File: src/rtl/ac3_sel_sched.sv
// Round-robin scheduler granting one of four AC2 lanes per cycle into the AC3 accumulator.
// gnt is combinational in RUN; sel_w_en/acc_we follow one cycle after each accept.
module ac3_sel_sched #(
  parameter int M   = 16,
  parameter int Pa  = 8,
  parameter int Pw  = 8,
  parameter int MNO = 288,
  localparam int CW = $clog2(MNO + 1)
) (
  input  logic          clk,
  input  logic          rst,
  input  logic          start,
  input  logic [3:0]    req,
  output logic [3:0]    gnt,
  output logic [1:0]    sel_w_en,
  output logic          acc_we,
  output logic [CW-1:0] acc_cnt,
  output logic          busy,
  output logic          done
);

  if (MNO < 1 || M < 1 || Pa < 1 || Pw < 1) begin : g_param_chk
    $error("ac3_sel_sched: MNO, M, Pa and Pw must all be >= 1");
  end

  typedef enum logic [1:0] {
    S_IDLE  = 2'd0,
    S_RUN   = 2'd1,
    S_DRAIN = 2'd2,
    S_DONE  = 2'd3
  } state_t;

  localparam logic [CW-1:0] LAST_CNT = CW'(MNO - 1);

  state_t        state_q, state_d;
  logic [1:0]    rr_ptr_q, rr_ptr_d;
  logic [CW-1:0] acc_cnt_q, acc_cnt_d;
  logic          acc_we_q, acc_we_d;
  logic [1:0]    sel_q, sel_d;

  logic [1:0]    pick_idx;
  logic          pick_vld;
  logic [1:0]    scan_idx;

  // First requesting lane at or after rr_ptr, wrapping 3 -> 0.
  always_comb begin
    pick_idx = rr_ptr_q;
    pick_vld = 1'b0;
    scan_idx = rr_ptr_q;
    for (int k = 0; k < 4; k++) begin
      scan_idx = rr_ptr_q + 2'(k);
      if (!pick_vld && req[scan_idx]) begin
        pick_vld = 1'b1;
        pick_idx = scan_idx;
      end
    end
  end

  always_comb begin
    state_d   = state_q;
    rr_ptr_d  = rr_ptr_q;
    acc_cnt_d = acc_cnt_q;
    acc_we_d  = 1'b0;
    sel_d     = sel_q;
    gnt       = 4'b0000;
    case (state_q)
      S_IDLE: begin
        if (start) begin
          state_d   = S_RUN;
          rr_ptr_d  = 2'd0;
          acc_cnt_d = '0;
        end
      end
      S_RUN: begin
        // Grant is suppressed under reset so no lane believes it transferred.
        if (pick_vld && !rst) begin
          gnt       = 4'b0001 << pick_idx;
          rr_ptr_d  = pick_idx + 2'd1;
          acc_cnt_d = acc_cnt_q + CW'(1);
          acc_we_d  = 1'b1;
          sel_d     = pick_idx;
          if (acc_cnt_q == LAST_CNT) begin
            state_d = S_DRAIN;
          end
        end
      end
      S_DRAIN: state_d = S_DONE;
      S_DONE:  state_d = S_IDLE;
      default: state_d = S_IDLE;
    endcase
  end

  always_ff @(posedge clk) begin
    if (rst) begin
      state_q   <= S_IDLE;
      rr_ptr_q  <= 2'd0;
      acc_cnt_q <= '0;
      acc_we_q  <= 1'b0;
      sel_q     <= 2'd0;
    end else begin
      state_q   <= state_d;
      rr_ptr_q  <= rr_ptr_d;
      acc_cnt_q <= acc_cnt_d;
      acc_we_q  <= acc_we_d;
      sel_q     <= sel_d;
    end
  end

  assign sel_w_en = sel_q;
  assign acc_we   = acc_we_q;
  assign acc_cnt  = acc_cnt_q;
  assign busy     = (state_q == S_RUN) || (state_q == S_DRAIN);
  assign done     = (state_q == S_DONE);

endmodule

File: config.mk
export PLATFORM = sky130hd
export DESIGN_NAME = ac3_sel_sched
export DESIGN_NICKNAME = d
export VERILOG_FILES = /design/src/rtl/ac3_sel_sched.sv
export SDC_FILE = /design/constraint.sdc
export NUM_CORES = 1
export LEC_CHECK = 0
export ABC_AREA = 1
export CORE_UTILIZATION = 35
export CTS_CLUSTER_DIAMETER = 40
export DETAILED_ROUTE_END_ITERATION = 6
export MAX_ROUTING_LAYER = met4
export PLACE_DENSITY_LB_ADDON = 0.05
export SYNTH_ARGS = -nofsm -noshare
export SYNTH_HDL_FRONTEND = slang
export SYNTH_SLANG_ARGS = --single-unit
export TNS_END_PERCENT = 30
File: constraint.sdc
create_clock -name clk -period 5.1 [get_ports clk]
set_input_delay 1.02 -clock clk [delete_from_list [all_inputs] [get_ports clk]]
set_output_delay 1.02 -clock clk [all_outputs]
set_load 0.01 [all_outputs]
Word-level counts from Yosys, hierarchy flattened --
Index checks and enable logic that the tools add are counted.
Storage, ports and cells: register bits after elaboration 16, latch bits 0, RAM bits 0, bits in read-only memories 0, output and inout bits 18, memories kept 0
Cells by class: $add $sub $neg 5, multiply operators 0, div/mod/pow operators 0, order comparisons 4, equal/unequal tests 7, shift-type cells 1, muxes and demuxes 28, bitwise operators 1, reduce and logical (&&, ||, !) cells 15
Operators by type and width (number):
- $mux W9 | 2
- $pmux W9 S2 | 1
- $mux W2 | 8
- $lt A2 B3 Y1 const B | 4
- $add A9 B1 Y9 const B | 1
- $eq A9 B9 Y1 const B | 1
- $mux W1 | 9
- $bmux W1 S2 | 4
- $mux W4 | 2
- $pmux W2 S4 | 1
- $ne A2 B2 Y1 const B | 3
- $reduce_and A3 Y1 | 2
- $add A2 B1 Y2 const B | 2
- $add A2 B2 Y2 const B | 2
- $eq A2 B2 Y1 const B | 2
- $logic_and A1 B1 Y1 | 4
- $logic_not A1 Y1 | 4
- $pmux W2 S2 | 1
- $shl A1 B2 Y4 const A | 1
- $eq A2 B1 Y1 const B | 1
- $logic_not A2 Y1 | 1
- $reduce_and A2 Y1 | 1
- $reduce_bool A2 Y1 | 1
- $reduce_or A2 Y1 | 1
- 2 further kinds | 2

Longest topological paths before layout --
Gate-level depths: netlist of run 1.
depth in word-level cells 15, mapped depth 16, gate-level depth less buffers 14

Worst setup path before layout of run 1 --
OpenSTA, ideal clock, no wires.
path kind input to output, start point in req[3], end point out gnt[0], arrival time 2.010 ns, slack 2.070 ns, cell stages on the path 10, cells stage by stage nand2_1 nand3_1 nand2_1 nand2_1 nand2_1 nand2_1 nand2_1 nand2_1 nand2_1 nor3_1
On the way: word-level cells in the longest chain between the ends 15, elaborated cells between the ends (all ways) 25
Ends and longest elaborated chain:
- from (decl) | RTL line 13 | input logic [3:0] req,
- $bmux W1 S2 | RTL line 52 | if (!pick_vld && req[scan_idx]) begin
- $mux W1 (not written as such) | RTL line 52
- $mux W1 | RTL line 52
- $logic_not A1 Y1 | RTL line 52
- $logic_and A1 B1 Y1 | RTL line 52
- $mux W1 | RTL line 52
- $logic_not A1 Y1 | RTL line 52
- $logic_and A1 B1 Y1 | RTL line 52
- $mux W1 | RTL line 52
- $logic_not A1 Y1 | RTL line 52
- $logic_and A1 B1 Y1 | RTL line 52
- $mux W2 / $mux W1 (equally long branches) | RTL line 52
- $shl A1 B2 Y4 / $logic_and A1 B1 Y1 (equally long branches) | RTL line 77, 76
- $mux W4 (*) | RTL line 76 | if (pick_vld && !rst) begin
- $mux W4 (*) | RTL line 66 | case (state_q)
- to (decl) | RTL line 14 | output logic [3:0] gnt,
Mark *: on every way between the ends. The rest lies on a longest branch, timed or not. The select of a mux whose other input is x is not followed.

Final worst setup path of run 1 --
start point in req[1], end point out gnt[0]
Same word-level chain as after synthesis.

==> flow_summary.ini, run 1 <==
[drt]
avgRoutedWirePerCell_um = 10.9
drtAntennaViolNets = 0
drc = 0
dr_total_vias = 1345
drt-total-wl_um = 3030
drt_pass1_iterations = 5
drt-initial-drc-count = 54
viasPerCell = 4.84

[synth]
synth.area.top_cells = dfxtp_1 25%, nand2_1 24%, nand3_1 10%
syn_area_mm2 = 0.00126
synthSimpleGateAreaFrac_pct = 48.7
yosys_warnings = 0
ys_seq_area_share_pct = 25.4
synth_compound_area_share_pct = 7.34
synthMuxAreaShare_pct = 0
synth_cell_type_count = 23
ys_seq_elements = 16
synth_xor_area_share_pct = 3.47
syn_inst = 209
synth_top_family_by_area = simple AND/OR/NAND/NOR gates
syn_avg_cell_area_um2 = 6.03
synthesis.nets = 222
yosys.area.top_type = dfxtp_1
synth_top_area_share_pct = 25.4
synth_fa_ha_area_share_pct = 5.95

[clock_network]
cts_resized = 0
clockBufferDepth = 2
tritoncts = built
clk_latency_ns = 0.30
h-tree-depth = 1
cts_made_buffers = 3
cts_root_buf = clkbuf_4
clk_pin_slew_worst_paths_ns = 0.10
hold_buffers = 0
postCtsSetupBuffers = 0
clock-sinks = 16

[timing]
worst_slew_pin_slew_ns = 0.507
rsz0062_at_grt = false
max_freq_mhz = 240
slew_headroom_pct = 66.2
fin_crit_sh_pct = 81.9
fin_worst_skew_ns = 0.00872
tns_ns = 0
hold_viol = 0
maxSlewViolCount = 0
post-route-min-period_ns = 4.18
setup_viol = 0

[placement]
place_congestion = 0.800
port_buffers = 24
placed_area_mm2 = 0.00152
dp_hpwl_um = 2290

[worst_setup_path]
crit_slowest_cell = clkdlybuf4s50_1
cpPeakStageDelay_ns = 0.57
crit_path_max_fanout = 8
crit_type = in2out
cp-start-kind = primary input
critPathRequiredTime_ns = 4.08
crit_arrival_ns = 3.16
cp-end-kind = output port
path_common_cell = nand2_1
crit_chain = clkdlybuf4s50_1, nand2_1, nand3_1, nand2_1, nand2_1, nand2_1, nand2_1, nand2_1, nand2_1, nand2_1, nor3_1, clkdlybuf4s50_1

[final_layout]
nNetsFinal = 246
multi_input_area_um2 = 826
n_fill_cell = 382
syn2layout_area_growth_pct = 23.2
seq_area_um2 = 320
layout-drive-gt1-share_pct = 7.33
final_common_cell = nand2_1
final_cell_mix = 80 x nand2_1, 26 x nand3_1, 24 x clkdlybuf4s50_1, 16 x nor2_1, 16 x dfxtp_1
num_antenna_cells = 0
postLayoutCellArea_mm2 = 0.00155

[global_routing]
antenna_found_initial = 0
grt_pass1_wl_um = 5010
grt_usage_pct = 18.2
overflow = 0
grt_max_degree = 16
grt_pass1_vias = 1162

[die]
row_count = 21
initial_utilization_pct = 37.2
die_w_um = 62.0
ios = 25
core_mm2 = 0.00339
dieArea_mm2 = 0.00385
die_y_um = 62.0

[pwr]
combPwrFrac_pct = 63.8
power_switching_share_pct = 52.2
power.static_leakage_nw = 0.687
p_int_w = 0.000347
clkPwrFrac_pct = 12.2
p_switching_w = 0.000378
peakVddDrop_mv = 0.206
p_seq_share_pct = 24.0
power_density_mw_per_mm2 = 467

[run]
cap_violations = 0

[outcome]
status = finished, final reports clean

[min_path]
holdCritPathClass = reg2reg
## synthesized netlist by cell type
cell type and count:
nand2_1 80, nand3_1 26, dfxtp_1 16, nor2_1 16
inv_1 15, a21oi_1 14, ha_1 6, nand2_2 5
nor3_1 5, nand4_1 4, xor2_1 4, inv_2 3
buf_4 2, buf_6 2, nand3_2 2, o21ai_0 2
clkbuf_1 1, inv_4 1, nand2_4 1, nor2_4 1
o211ai_1 1, o21ai_1 1, xnor2_1 1
## final timing paths
path / startpoint / endpoint / slack, ns / depth (start not counted)
max: req[1] / gnt[0] / 0.92 / 12
min: sel_w_en[0] / sel_w_en[0] / 0.48 / 2
max reg2reg: rr_ptr_q[0] / acc_cnt[5] / 2.64 / 14
min reg2reg: sel_w_en[0] / sel_w_en[0] / 0.48 / 2
## area by class of cell
cell class                 count  share of cell area (%)
timing repair buffer          24                    15.5
multi-input combinational    169                    53.1
clock buffer                   4                    2.33
tap                           46                    3.70
sequential                    16                    20.6
inverter                      19                    4.75
## power by group through the flow
stage	sequential [W]	clock [W]	combinational, W
6_report	0.000174	0.0000882	0.000463
5_1_grt	0.000178	0.0000955	0.000532
3_5_place_dp	0.000177	0	0.000460
4_1_cts	0.000174	0.0000925	0.000464
3_3_place_gp	0.000177	0	0.000463
2_1_floorplan	0.000164	0	0.000371
## through the flow
| stage | setup WS, ns | std cells | power [W] | hold slack, ns | util (%) |
|---|---|---|---|---|---|
| 5_1_grt | 0.685 | 278 | 0.000805 | 0.509 | 45.8 |
| 2_1_floorplan | 2.07 | 209 | 0.000535 | 0.490 | - |
| 6_report | 0.925 | 278 | 0.000725 | 0.475 | 45.8 |
| 3_5_place_dp | 0.937 | 274 | 0.000637 | 0.466 | 44.8 |
| 4_1_cts | 0.916 | 278 | 0.000730 | 0.484 | 45.8 |
| 3_3_place_gp | 0.961 | 274 | 0.000640 | 0.458 | 44.8 |
## cell families after synthesis
family                   after synthesis
AND/OR/NAND/NOR                      140
flip-flops                            16
XOR/XNOR                               5
adder cells (fa/ha/maj)                6
buffers and inverters                 24
AO/OA/AOI/OAI                         18
## sequential cells by signal (all words and copies together), names as in the netlist
name	cells
sel_w_en	2
acc_we	1
state_q	2
acc_cnt	9
rr_ptr_q	2
## per-layer routing
| metal | share of wire, % | vias to the layer above | GRT usage (%) |
|---|---|---|---|
| met5 | 0 | - | - |
| met4 | 0.66 | 0 | 4.76 |
| met3 | 4.4 | 2 | 3.73 |
| met2 | 44 | 40 | 27.2 |
| met1 | 51 | 586 | 24.9 |
| li1 | - | 717 | - |
## worst max-delay path, delay by kind of cell
| kind | cells | cell delay [ns] |
|---|---|---|
| buffers and inverters | 2 | 1.08 |
| AND/OR/NAND/NOR | 10 | 1.05 |
No activity file was read; power rests on OpenSTA's default activity.
==> inputs of run 2 (changes only) <==
==> constraint.sdc (replaced) <==
create_clock -name clk -period 3.9 [get_ports clk]
set_input_delay 0.78 -clock clk [delete_from_list [all_inputs] [get_ports clk]]
set_output_delay 0.78 -clock clk [all_outputs]
set_load 0.01 [all_outputs]
==> run 2 against run 1 <==
- die area did not move
- combinational power rose by 35%
- sequential power rose by 25%
- sequential cell count did not move
- setup slack got worse by 0.67 ns
- sequential share of layout area barely moved
- highest routed layer unchanged
- clock-buffer cell count fell by 1
- first-iteration DRC count rose by 72%
- final area rose by 0.24%
- via count rose by 0.15%
==> flow_summary.ini, run 2 (synthesized netlist as in run 1, its figures left out) <==
[outcome]
status = finished, final reports clean

[clock_network]
clk_latency_ns = 0.29
cts_made_buffers = 3
tritoncts = built
clockBufferDepth = 2
h-tree-depth = 1
hold_buffers = 0
clock-sinks = 16
clk_pin_slew_worst_paths_ns = 0.09
cts_root_buf = clkbuf_4

[final_layout]
syn2layout_area_growth_pct = 23.5
final_common_cell = nand2_1
num_antenna_cells = 0
final_cell_mix = 79 x nand2_1, 26 x nand3_1, 24 x clkdlybuf4s50_1, 16 x nor2_1, 16 x dfxtp_1
layout-drive-gt1-share_pct = 8.15
nNetsFinal = 248
largest_register_ffs = 9

[drt]
avgRoutedWirePerCell_um = 10.9
drt_pass1_iterations = 4
drc = 0
dr_total_vias = 1347
drt-initial-drc-count = 93
drtAntennaViolNets = 0
drt-total-wl_um = 3050
viasPerCell = 4.83

[worst_setup_path]
cp-start-kind = primary input
crit_slowest_cell = clkdlybuf4s50_1
crit_arrival_ns = 2.86
crit_path_max_fanout = 5
critPathRequiredTime_ns = 3.12
ff2ff_setup_slack_ns = 1.69
crit_type = in2out
path_common_cell = nand2_1
crit_chain = clkdlybuf4s50_1, nand2_1, nand2_1, nand2_1, nand2_1, nand4_1, inv_1, nand2_1, nand2_1, nand2_1, nor2_1, clkdlybuf4s50_1
critPathBufInv = 3
cpPeakStageDelay_ns = 0.54
cp_top_family = buffers and inverters
cp-end-kind = output port

[timing]
tns_ns = 0
fin_crit_sh_pct = 93.4
setup_viol = 0
max_freq_mhz = 275
worst_slew_pin_slew_ns = 0.410
fin_ws_ns = 0.258
fin_worst_skew_ns = 0.000621
slew_headroom_pct = 72.6
post-route-min-period_ns = 3.64
hold_viol = 0
maxSlewViolCount = 0
rsz0062_at_grt = false

[global_routing]
grt_usage_pct = 18.3
antenna_found_initial = 0
grt_max_degree = 14
grt_pass1_vias = 1172
grt_pass1_wl_um = 5140
overflow = 0

[pwr]
power.static_leakage_nw = 0.689
power_density_mw_per_mm2 = 599
peakVddDrop_mv = 0.319

[die]
core_mm2 = 0.00339
row_count = 21
ios = 25
die_w_um = 62.0
dieArea_mm2 = 0.00385
die_y_um = 62.0
initial_utilization_pct = 37.2

[placement]
dp_hpwl_um = 2320
place_congestion = 0.832
pre_cts_slack_ns = 0.201
port_buffers = 24

[min_path]
holdCritPathClass = reg2reg

[run]
cap_violations = 0
[run 2: cell types whose count changed in the layout (fill, tap and decap cells not counted), sizes merged]
cell,delta
clkbuf,-1
buf,+2
[run 2: final timing paths]
path,start,endpoint,depth (start not counted)
setup reg to reg,rr_ptr_q[1],rr_ptr_q[1],14
hold / removal,sel_w_en[1],sel_w_en[1],2
setup / recovery,req[1],gnt[3],12
hold reg to reg,sel_w_en[1],sel_w_en[1],2
[run 2: per-stage QoR]
step	cell area [um^2]	power, W	std cells	util, %	hold WS, ns
floorplan	1260	0.000700	209	-	0.490
global placement	1530	0.000842	276	45.2	0.457
detailed placement	1530	0.000844	276	45.2	0.459
CTS	1560	0.000939	279	45.9	0.476
global route	1560	0.00104	279	46.0	0.512
finish	1560	0.000933	279	46.0	0.473
[run 2: cell type report]
class / count / area [um^2]
tap: 46 / 57.6
timing repair buffer: 26 / 255
fill: 361 / 1830
sequential: 16 / 320
multi-input combinational: 169 / 828
inverter: 19 / 73.8
clock buffer: 3 / 22.5
[run 2: per-layer routing]
metal / track usage (%) / wire, um / vias up
met4: 1.90 / 9 / 0
met5: - / 0 / -
met1: 25.2 / 1530 / 586
li1: - / - / 722
met3: 3.73 / 151 / 2
met2: 28.3 / 1350 / 37
[run 2: power breakdown]
part / leakage [nW] / switching (W) / internal [W] / total, W
Sequential: 0.130 / 0.0000284 / 0.000188 / 0.000217
Combinational: 0.546 / 0.000411 / 0.000216 / 0.000627
Clock: 0.0138 / 0.0000532 / 0.0000359 / 0.0000891
[run 2: worst register-to-register path: stages, from the launching register on]
cell	delay, ns
dfxtp_1	0.58
inv_4	0.10
nand2_1	0.07
nand2_1	0.13
nand2_1	0.14
nand2_4	0.09
nor2_4	0.11
nand3_2	0.10
nand3_2	0.12
inv_2	0.07
nand2_2	0.08
nand2_2	0.16
inv_2	0.18
nand2_1	0.06
a21oi_1	0.15
[run 2: timing repair]
| item | CTS | global route |
|---|---|---|
| buffers inserted | 0 | 0 |
| gates resized for setup | 0 | 1 |
| setup endpoints to repair | 0 | 1 |
==> inputs of run 3 (changes only) <==
==> constraint.sdc (replaced) <==
create_clock -name clk -period 3.52 [get_ports clk]
set_input_delay 0.704 -clock clk [delete_from_list [all_inputs] [get_ports clk]]
set_output_delay 0.704 -clock clk [all_outputs]
set_load 0.01 [all_outputs]
==> run 3 against run 2 <==
- sequential power up 11%
- sequential share of layout area is 0.42 points lower
- setup slack gained 0.076 ns
- clock-buffer cell count increased by 1
- final cell count increased by 0.36%
- first-iteration DRC count fell by 9.7%
- wire length grew 1.4%
- die area unchanged
- total power rose by 15%
- critical path type unchanged
- largest power group unchanged
- highest routed layer unchanged
==> flow_summary.ini, run 3 (synthesized netlist as in run 1, its figures left out) <==
[outcome]
status = finished, final reports clean

[placement]
place_congestion = 0.811
dp_hpwl_um = 2410
dp_cells = 276
placed_area_mm2 = 0.00153
port_buffers = 24

[timing]
hold_viol = 0
fin_crit_sh_pct = 90.5
max_freq_mhz = 314
post-route-min-period_ns = 3.19
fin_worst_skew_ns = 0.00415
worst_slew_pin_slew_ns = 0.390
slew_headroom_pct = 73.9
hold_slack_ns = 0.475
rsz0062_at_grt = false
tns_ns = 0
setup_viol = 0
maxSlewViolCount = 0

[final_layout]
syn2layout_area_growth_pct = 26.1
fin_cells = 280
nNetsFinal = 248
num_antenna_cells = 0
final_common_cell = nand2_1
postLayoutCellArea_mm2 = 0.00159
final_cell_mix = 76 x nand2_1, 26 x nand3_1, 20 x clkdlybuf4s50_1, 16 x nor2_1, 16 x dfxtp_1
layout-drive-gt1-share_pct = 9.83
largest_register_ffs = 9

[worst_setup_path]
crit_chain = clkdlybuf4s50_1, nand2_1, nand2_1, nand2_1, nand2_4, nand3_1, nand2_1, nand2_1, nand2_1, nand2_1, nor3_1, dlygate4sd2_1
critPathRequiredTime_ns = 2.82
cp-start-kind = primary input
crit_arrival_ns = 2.48
crit_path_max_fanout = 6
crit_slowest_cell = clkdlybuf4s50_1
crit_type = in2out
cp-end-kind = output port
path_common_cell = nand2_1
cpPeakStageDelay_ns = 0.51

[drt]
drt-total-wl_um = 3090
drt_pass1_iterations = 4
avgRoutedWirePerCell_um = 11.0
drt-met1-wl_um = 1480
met3_length_um = 162
drc = 0
dr_wl_met2_um = 1430
viasPerCell = 4.87
dr_total_vias = 1363
highest_layer = met4
drt-initial-drc-count = 84
drtAntennaViolNets = 0

[die]
die_w_um = 62.0
initial_utilization_pct = 37.2
core_mm2 = 0.00339
row_count = 21
ios = 25
dieArea_mm2 = 0.00385
die_y_um = 62.0

[global_routing]
antenna_found_initial = 0
grt_pass1_wl_um = 5100
grt_max_degree = 14
grt_pass1_vias = 1176
overflow = 0
grt_usage_pct = 18.3

[pwr]
p_switching_w = 0.000561
clkPwrFrac_pct = 11.7
peakVddDrop_mv = 0.349
p_seq_share_pct = 22.4
p_int_w = 0.000515
combPwrFrac_pct = 65.9
power.static_leakage_nw = 0.758
power_switching_share_pct = 52.1
finalPower_w = 0.00108
power_density_mw_per_mm2 = 677

[clock_network]
clk_pin_slew_worst_paths_ns = 0.10
postCtsSetupBuffers = 0
clk_latency_ns = 0.29
cts_made_buffers = 3
clock-sinks = 16
cts_root_buf = clkbuf_4
clockBufferDepth = 2
h-tree-depth = 1
tritoncts = built
hold_buffers = 0

[min_path]
holdCritPathClass = reg2reg

[run]
cap_violations = 0
==> run 3: worst paths after layout <==
kind,start,to,slack [ns],cells past startpoint
max,req[1],gnt[0],0.33,12
min,sel_w_en[1],sel_w_en[1],0.47,2
max reg2reg,rr_ptr_q[1],rr_ptr_q[1],1.34,14
min reg2reg,sel_w_en[1],sel_w_en[1],0.47,2
==> run 3: worst max-delay path, delay by kind of cell <==
kind	cells	cell delay (ns)
and+or+nand+nor	10	0.96
buffers and inverters	2	0.81
==> run 3: through the flow <==
| step | setup WS, ns | utilization, % |
|---|---|---|
| floorplan | 1.12 | - |
| global placement | 0.0198 | 45.2 |
| detailed placement | -0.0178 | 45.2 |
| CTS | 0.0123 | 46.3 |
| global route | 0.127 | 46.9 |
| finish | 0.334 | 46.9 |
==> run 3: area by class of cell <==
class	instances	area [um^2]
repair buffers	26	262
inverters	19	73.8
clock buffers	4	36.3
well taps	46	57.6
multi-input cells	169	841
fillers	364	1800
flip-flops and latches	16	320
==> run 3: timing repair <==
item / 4_1_cts / 5_1_grt
pin swaps: 0 / 3
endpoints found under the setup margin: 2 / 3
gates resized for setup: 2 / 7
gates cloned: 0 / 0
==> run 3: metal layers <==
| layer | up-vias | GRT usage (%) |
|---|---|---|
| li1 | 721 | - |
| met1 | 606 | 25.3 |
| met2 | 34 | 27.4 |
| met3 | 2 | 4.76 |
| met4 | 0 | 2.54 |
| met5 | - | - |
==> run 3: power groups by stage <==
| stage | registers [W] | clock network (W) | logic (W) |
|---|---|---|---|
| 6_report | 0.000241 | 0.000126 | 0.000709 |
| 5_1_grt | 0.000247 | 0.000139 | 0.000810 |
| 4_1_cts | 0.000241 | 0.000132 | 0.000700 |
| 3_5_place_dp | 0.000245 | 0 | 0.000697 |
| 3_3_place_gp | 0.000245 | 0 | 0.000688 |
| 2_1_floorplan | 0.000238 | 0 | 0.000538 |
